**src/rtl/cic_interp_pdm.sv**
```systemverilog
// cic_interp_pdm: N-stage CIC interpolator feeding a first-order
// sigma-delta modulator that emits one PDM bit per clk_en strobe.
module cic_interp_pdm #(
   parameter int N     = 3,
   parameter int IN_W  = 16,
   parameter int ACC_W = 48
) (
   input  logic            clk,
   input  logic            rst,
   input  logic            clk_en,
   input  logic [IN_W-1:0] din,
   input  logic            din_valid,
   output logic            din_rdy,
   input  logic [15:0]     int_num,
   input  logic            rate_we,
   input  logic [5:0]      norm_shift,
   output logic            dout,
   output logic            dout_vld,
   output logic            underrun
);

   logic [15:0]             r_q;
   logic [5:0]              sh_q;
   logic [15:0]             phase;
   logic [IN_W-1:0]         hold_q;
   logic [IN_W-1:0]         last_q;
   logic                    hold_full;
   logic signed [ACC_W-1:0] dly_q [N];
   logic signed [ACC_W-1:0] up_q;
   logic signed [ACC_W-1:0] integ_q [N];
   logic signed [IN_W+2:0]  sd_acc;

   logic                    xfer;
   logic                    last_ph;
   logic                    consume;
   logic                    starve;
   logic [IN_W-1:0]         sample;
   logic signed [ACC_W-1:0] cx [N+1];
   logic signed [ACC_W-1:0] shifted;
   logic [IN_W-1:0]         y;
   logic [IN_W-1:0]         fb;
   logic signed [IN_W+2:0]  sd_sum;

   assign din_rdy = ~hold_full;
   assign xfer    = din_valid & ~hold_full;
   assign last_ph = (phase == r_q - 16'd1);
   assign consume = clk_en & last_ph;
   assign starve  = ~hold_full & ~xfer;

   // An empty register with a same-cycle transfer passes din straight through
   always_comb begin
      sample = last_q;
      if (hold_full)
         sample = hold_q;
      else if (xfer)
         sample = din;
   end

   always_comb begin
      cx[0] = {{(ACC_W-IN_W){sample[IN_W-1]}}, sample};
      for (int i = 0; i < N; i++)
         cx[i+1] = cx[i] - dly_q[i];
   end

   assign shifted = integ_q[N-1] >>> sh_q;

   always_comb begin
      y = shifted[IN_W-1:0];
      if (shifted[ACC_W-1:IN_W-1] !=
          {(ACC_W-IN_W+1){shifted[ACC_W-1]}})
         y = shifted[ACC_W-1] ? {1'b1, {(IN_W-1){1'b0}}}
                              : {1'b0, {(IN_W-1){1'b1}}};
   end

   assign fb = dout ? {1'b0, {(IN_W-1){1'b1}}}
                    : {1'b1, {(IN_W-1){1'b0}}};

   assign sd_sum = sd_acc
                 + $signed({{3{y[IN_W-1]}}, y})
                 - $signed({{3{fb[IN_W-1]}}, fb});

   always_ff @(posedge clk or negedge rst) begin
      if (!rst) begin
         r_q       <= 16'd4;
         sh_q      <= 6'd4;
         phase     <= '0;
         hold_q    <= '0;
         last_q    <= '0;
         hold_full <= 1'b0;
         up_q      <= '0;
         sd_acc    <= '0;
         dout      <= 1'b0;
         dout_vld  <= 1'b0;
         underrun  <= 1'b0;
         for (int i = 0; i < N; i++) begin
            dly_q[i]   <= '0;
            integ_q[i] <= '0;
         end
      end else if (rate_we) begin
         r_q       <= (int_num < 16'd2) ? 16'd2 : int_num;
         sh_q      <= norm_shift;
         phase     <= '0;
         last_q    <= '0;
         hold_full <= 1'b0;
         up_q      <= '0;
         sd_acc    <= '0;
         dout      <= 1'b0;
         dout_vld  <= clk_en;
         for (int i = 0; i < N; i++) begin
            dly_q[i]   <= '0;
            integ_q[i] <= '0;
         end
      end else begin
         dout_vld <= clk_en;
         if (consume) begin
            hold_full <= 1'b0;
            last_q    <= sample;
            up_q      <= cx[N];
            for (int i = 0; i < N; i++)
               dly_q[i] <= cx[i];
            if (starve)
               underrun <= 1'b1;
         end else if (xfer) begin
            hold_q    <= din;
            hold_full <= 1'b1;
         end
         if (clk_en) begin
            phase <= last_ph ? '0 : phase + 16'd1;
            // zero-stuffing: the comb output enters only on phase 0
            integ_q[0] <= integ_q[0] + ((phase == '0) ? up_q : '0);
            for (int i = 1; i < N; i++)
               integ_q[i] <= integ_q[i] + integ_q[i-1];
            sd_acc <= sd_sum;
            dout   <= ~sd_sum[IN_W+2];
         end
      end
   end

endmodule

```
**config.mk**
```make
export PLATFORM = sky130hd
export DESIGN_NAME = cic_interp_pdm
export DESIGN_NICKNAME = d
export VERILOG_FILES = /design/src/rtl/cic_interp_pdm.sv
export SDC_FILE = /design/constraint.sdc
export NUM_CORES = 1
export LEC_CHECK = 0
export BUFFER_PORTS_ARGS = -buffer_cell sky130_fd_sc_hd__buf_2
export CAP_MARGIN = 20
export CORE_MARGIN = 2
export CORE_UTILIZATION = 55
export DETAILED_ROUTE_END_ITERATION = 10
export PLACE_DENSITY = 0.74
export SYNTH_ARGS = -nofsm -noshare
export SYNTH_HDL_FRONTEND = slang
export SYNTH_SLANG_ARGS = --single-unit
```
**constraint.sdc**
```tcl
create_clock -name clk -period 6.8 [get_ports clk]
set_input_delay 1.02 -clock clk [delete_from_list [all_inputs] [get_ports clk]]
set_output_delay 1.02 -clock clk [all_outputs]
set_load 0.1 [all_outputs]
```
==> results of run 1 <==
[logic make-up after synthesis]
logic type / synth area share, %
buf+inv: 4.441
simple gates: 14.64
mux: 10.10
flops: 28.83
compound gates: 23.03
xor+xnor: 6.983
fa+ha+maj: 11.97
[final timing paths]
path | end | cells after the start
min | integ_q[0] | 1
min reg2reg | underrun | 1
max reg2reg | up_q[46] | 37
min in group clk | underrun | 1
max | up_q[46] | 39
max in group asynchronous | hold_q[7] | 2
[worst max-delay path, delay by kind of cell]
family,cells,cell delay [ns]
mux,1,0.19
fa+ha+maj,4,1.35
compound gates,22,3.78
xor+xnor,2,0.31
buf+inv,4,0.49
simple gates,6,0.62
[metrics by stage]
stage	hold slack, ns	TNS (ns)	setup slack (ns)	util (%)	cell area (um2)
after floorplan	0.4402	-14.14	-0.9170	-	33170
after global placement	0.4355	-26.06	-1.258	61.62	36430
after detailed placement	0.4456	-30.12	-1.403	61.62	36430
after CTS	0.4590	-2.633	-0.3666	65.10	38490
after global routing	0.4801	-13.32	-0.8170	66.41	39270
final	0.4248	-5.792	-0.5212	66.41	39270
[power by group]
| group | total, mW | switching, mW | internal (mW) |
|---|---|---|---|
| logic | 7.74 | 3.87 | 3.87 |
| clock network | 2.67 | 1.02 | 1.65 |
| registers | 2.44 | 0.0923 | 2.35 |
| total | 12.8 | 4.98 | 7.87 |
[routing by layer]
| metal | share of wire [%] | up-vias | track usage [%] |
|---|---|---|---|
| met4 | 3.4 | 0 | 8.848 |
| met3 | 3.6 | 163 | 2.884 |
| li1 | - | 14350 | - |
| met1 | 44 | 13900 | 33.83 |
| met2 | 49 | 606 | 46.94 |
| met5 | 0 | - | 0 |
[Yosys cell counts (6+ instances only)]
library cell / instances / area share [%]
nand4_1: 32 / 0.61
nor4_1: 17 / 0.32
a311oi_1: 7 / 0.19
a31oi_1: 32 / 0.61
clkbuf_1: 128 / 1.5
a21o_1: 186 / 4.2
o31a_1: 7 / 0.19
nor3_1: 54 / 0.82
nand2b_1: 49 / 0.93
nand2_1: 279 / 3.2
a41oi_1: 8 / 0.21
o21a_1: 33 / 0.75
or2_2: 9 / 0.17
dfrtp_1: 378 / 29
and2_1: 69 / 1.3
xor2_1: 101 / 2.7
o31ai_1: 26 / 0.59
nand3_1: 70 / 1.1
ha_1: 274 / 10
xnor2_1: 162 / 4.3
inv_1: 186 / 2.1
nor2_1: 332 / 3.8
o21bai_1: 34 / 0.77
a211oi_1: 55 / 1.3
mux4_2: 56 / 3.8
and3_1: 31 / 0.59
nor2b_1: 35 / 0.66
o41ai_1: 21 / 0.56
a22o_1: 86 / 2.3
a2111oi_0: 6 / 0.16
nor4b_1: 8 / 0.21
o21ai_0: 288 / 4.4
buf_2: 22 / 0.33
a211o_1: 7 / 0.19
o21ai_1: 8 / 0.12
mux2_2: 59 / 2.0
a21oi_1: 263 / 4.0
o211ai_1: 26 / 0.59
or3_1: 9 / 0.17
buf_1: 25 / 0.28
and4_1: 11 / 0.29
fa_1: 26 / 1.6
a21boi_0: 9 / 0.20
mux2i_1: 137 / 4.2
[registers in the layout, indices dropped and copies added (netlist names)]
signal	flops
dly_q	96
dout	1
dout_vld	1
hold_full	1
hold_q	16
integ_q	144
last_q	15
phase	16
r_q	16
sd_acc	19
sh_q	6
underrun	1
up_q	48
[final cells by class]
type	instances	area, um2
multi-input combinational	3006	22850
fill	4635	19860
sequential	380	9520
timing repair buffer	480	3606
clock buffer	62	1310
tap	773	967.2
inverter	186	698.2
clock inverter	21	319.1
[repair_timing]
item	CTS	global route
pin swaps	68	94
setup buffers	18	42
resized for setup	66	97
cloned	0	0
hold buffers	0	0
setup endpoints to repair	22	36
==> impl_metrics.csv, run 1 <==
group,metric,value,unit
min_path,hp-class,"primary input to async pin",
global_routing,antenna_found_initial,0,
yosys,ys_async_sr_fraction,100.0,%
place,gp_congestion,0.9314,
clock_network,cts.sinks,380,
floorplanning,die_h,248.9,um
worst_setup_path,slowest_delay,0.51,ns
yosys,yosys.cell_types.count,86,
floorplanning,pin_count,47,
worst_setup_path,startpoint_type,"primary input",
place,portBuffers,46,
clock_network,worstSkewPairLatency,0.61,ns
floorplanning,core,59130,um2
sta,post-route-min-period,7.321,ns
clock_network,cts_made_buffers,45,
final_layout,synthToLayoutAreaGrowth,19.04,%
worst_setup_path,endpoint_kind,"flip-flop",
pwr,power.leakage,18.74,nW
route,num_vias,29010,
global_routing,grt_pass1_wl,138.5,mm
route,dr.pass1.iters,5,
route,drc,0,
final_layout,final_common_cell,"buf_4",
sta,drv_slew,0,
clock_network,clk_pin_slew,0.06,ns
floorplanning,num_rows,89,
final_layout,final_layout_size_suffix_gt1_share,20.41,%
worst_setup_path,crit_arrival,7.79,ns
yosys,syn_nets,4098,
sta,fin_ws,-0.5212,ns
floorplanning,start_util,55.79,%
place,dp.cells,4765,
global_routing,grt_pass1_vias,28030,
worst_setup_path,rr_startpoint,"hold_full",
route,wl,85.11,mm
global_routing,grt_use_total,26.53,%
route,drt_iter0_drc,1649,
worst_setup_path,cpMostUsedCell,"o21ai_2",
sta,rsz0062_at_grt,"true",
sta,finalSetupViolations,18,
worst_setup_path,critPathLaunch,"din_valid",
worst_setup_path,rrSetupSlack,-0.37,ns
clock_network,h-tree-depth,2,
final_layout,instances_no_fill,4908,
place,hpwl,62.00,mm
worst_setup_path,critical_path_class,"primary input to flip-flop",
worst_setup_path,cp.required,7.27,ns
worst_setup_path,critPathMaxFanout,4,
yosys,avgSynthCellArea,8.785,um2
floorplanning,dieArea,61950,um2
global_routing,grt_overflow,0,
job,drv_cap,0,
yosys,yosysWarningCount,0,
route,antenna_left,0,
clock_network,cts.path.max_buffers,3,
sta,hold_violations,0,
pwr,power_density,327.2,nW/um2
clock_network,cts_tree,"done",
worst_setup_path,slowest_stage,"fa_2",
pwr,power,12.85,mW
sta,finalCritPeriodShare,107.7,%
global_routing,grt_max_degree,162,
route,vias_per_cell,5.911,
outcome,status,"complete, but fails checks",
sta,fmax,0.1366,GHz
floorplanning,die_x,248.9,um
final_layout,fin_nets,4442,
clock_network,ctsRootBufferMaster,"clkbuf_16",
yosys,yosysSeqAreaShare,28.83,%
yosys,syn-cell-area,32990,um2
yosys,synth_edf_count,0,
sta,skew,0.03017,ns
route,avgRoutedWirePerCell,17.34,um
sta,tightestPinTransition,1.130,ns
final_layout,layout_common_cells,"buf_4, dfrtp_1, nor2_1",
yosys,synthCells,3755,
yosys,synth-main-ff-cell,"dfrtp_1",
final_layout,num_antenna_cells,0,
yosys,ys_ff_latch,380,
pwr,ir_worst_vdd,0.2256,mV
sta,slew_headroom,24.66,%
outcome,violations,"setup timing",
(Power assumes the default switching activity.)
==> run 2, diff against run 1 <==
Settings changed: CTS_CLUSTER_SIZE set to 20, GPL_TIMING_DRIVEN set to 0, PLACE_DENSITY 0.74 to 0.71.
Clock period 6.8 ns to 7.1 ns, I/O delays scaled along.
==> run 2 against run 1 <==
  * The run still ends with setup timing left
  * Core utilization is 3.0 points lower
  * Clock skew is 0.0024 ns lower
  * Clock power is 3% lower
  * Register-to-register slack worse by 0.07 ns
  * Sequential power is 5% lower
  * Worst setup slack better by 0.024 ns
  * Worst hold slack worse by 0.063 ns
  * Non-clock buffer count is 178 lower
  * Via count is 1.2% lower
==> impl_metrics.csv, run 2 (synthesized netlist as in run 1, its figures left out) <==
group,metric,value,unit
outcome,status,"complete, but fails checks",
outcome,violations,"setup timing",
worst_setup_path,path_buf_inv,4,
clock_network,worstSkewPairLatency,0.63,ns
final_layout,final_core_util,63.38,%
worst_setup_path,startpoint_type,"primary input",
worst_setup_path,cp.required,7.59,ns
final_layout,multiInputGateArea,22910,um2
route,drt_iter0_drc,1918,
worst_setup_path,critical_path_class,"primary input to flip-flop",
clock_network,cts_made_buffers,47,
global_routing,grt_max_degree,121,
sta,tightestPinTransition,1.195,ns
route,antenna_left,0,
clock_network,clk_pin_slew,0.05,ns
route,vias_per_cell,6.062,
worst_setup_path,critPathTopFamily,"compound AO/OA/AOI/OAI gates",
floorplanning,pin_count,47,
clock_network,ctsRootBufferMaster,"clkbuf_16",
floorplanning,num_rows,89,
floorplanning,start_util,55.79,%
route,dr.pass1.iters,7,
final_layout,num_antenna_cells,0,
floorplanning,die_x,248.9,um
worst_setup_path,crit_arrival,8.09,ns
final_layout,regMostFlops,"integ_q",
final_layout,fin_nets,4266,
sta,post-route-min-period,7.597,ns
final_layout,synthToLayoutAreaGrowth,13.62,%
sta,hold_violations,0,
sta,skew,0.02775,ns
final_layout,fillers,4970,
worst_setup_path,slowest_stage,"fa_2",
clock_network,cts_tree,"done",
final_layout,largest_register_ffs,144,
worst_setup_path,endpoint_kind,"flip-flop",
floorplanning,die_h,248.9,um
sta,fin_ws,-0.4975,ns
worst_setup_path,slowest_delay,0.54,ns
sta,drv_slew,0,
final_layout,ff_latch_area,9513,um2
global_routing,grt_pass1_wl,145.5,mm
place,gp_congestion,0.9761,
job,drv_cap,0,
final_layout,final_layout_size_suffix_gt1_share,13.21,%
clock_network,cts_hold_buf,0,
clock_network,h-tree-depth,2,
sta,slew_headroom,20.35,%
clock_network,cts.sinks,380,
route,drc,0,
min_path,hp-class,"primary input to async pin",
clock_network,cts.path.max_buffers,3,
pwr,power.leakage,17.40,nW
route,avgRoutedWirePerCell,19.56,um
global_routing,grt_overflow,0,
place,post-place-ws,-1.876,ns
final_layout,layout_common_cells,"dfrtp_1, nor2_1, nand2_1",
sta,rsz0062_at_grt,"true",
final_layout,largestRegisters,"integ_q (144), dly_q (96), up_q (48)",
global_routing,grt_use_total,28.95,%
global_routing,grt_pass1_vias,27480,
pwr,power_density,298.7,nW/um2
pwr,ir_worst_vdd,0.2708,mV
place,portBuffers,45,
route,wl,92.53,mm
floorplanning,core,59130,um2
sta,finalCritPeriodShare,107.0,%
floorplanning,dieArea,61950,um2
worst_setup_path,critPathMaxFanout,5,
sta,fmax,0.1316,GHz
final_layout,final_common_cell,"dfrtp_1",
place,hpwl,70.15,mm
route,num_vias,28680,
global_routing,antenna_found_initial,0,
sta,finalSetupViolations,17,
-- run 2: cell types whose count changed in the layout (fill, tap and decap cells not counted), sizes merged --
cell	previous run	this run
buf	479	174
clkbuf	63	194
bufinv	8	6
clkinvlp	1	3
inv	189	187
clkinv	9	8
-- run 2: per-stage QoR --
stage | hold slack (ns) | total power [mW] | instance area, um2 | TNS (ns) | instances
6_report | 0.3618 | 11.20 | 37480 | -4.883 | 4731
3_5_place_dp | 0.4438 | 7.654 | 34490 | -40.02 | 4578
4_1_cts | 0.3477 | 10.60 | 36730 | -2.873 | 4699
2_1_floorplan | 0.4402 | 6.468 | 33170 | -8.501 | 3755
5_1_grt | 0.3704 | 11.89 | 37480 | -11.70 | 4731
3_3_place_gp | 0.4532 | 7.570 | 34360 | -1014.96 | 4573
-- run 2: path summary, 6_finish.rpt --
check                           from         end  slack (ns)  cells after the start
setup / recovery           din_valid    up_q[40]       -0.50                     38
hold / removal                   rst  integ_q[6]        0.36                      1
setup reg to reg           hold_full    up_q[40]       -0.44                     37
hold reg to reg             underrun    underrun        0.45                      1
max in group asynchronous        rst   dly_q[76]        5.35                      3
min in group clk            underrun    underrun        0.45                      1
-- run 2: power by group --
part           switching (mW)  internal (mW)
clock                    1.02           1.56
combinational            3.54           2.75
sequential             0.0731           2.25
-- run 2: cell type report --
type                            instances  area share (%)
Sequential cell                       380           25.38
Clock inverter                         18          0.7712
Timing Repair Buffer                  122           2.487
Inverter                              186           1.863
Buffer                                180           2.147
Clock buffer                           66           3.649
Tap cell                              773           2.581
Multi-Input combinational cell       3006           61.12
-- run 2: metal layers --
metal	up-vias	track usage, %	wire, um
met1	13790	36.04	39460
met5	-	0	0
met3	190	2.989	3576
met4	0	14.49	4865
li1	14030	-	-
met2	667	50.12	44640
-- run 2: repair_timing --
action                     in CTS  in global routing
buffers inserted               39                 34
gates resized for setup        68                110
setup endpoints to repair      31                 34
pin swaps                      56                 83
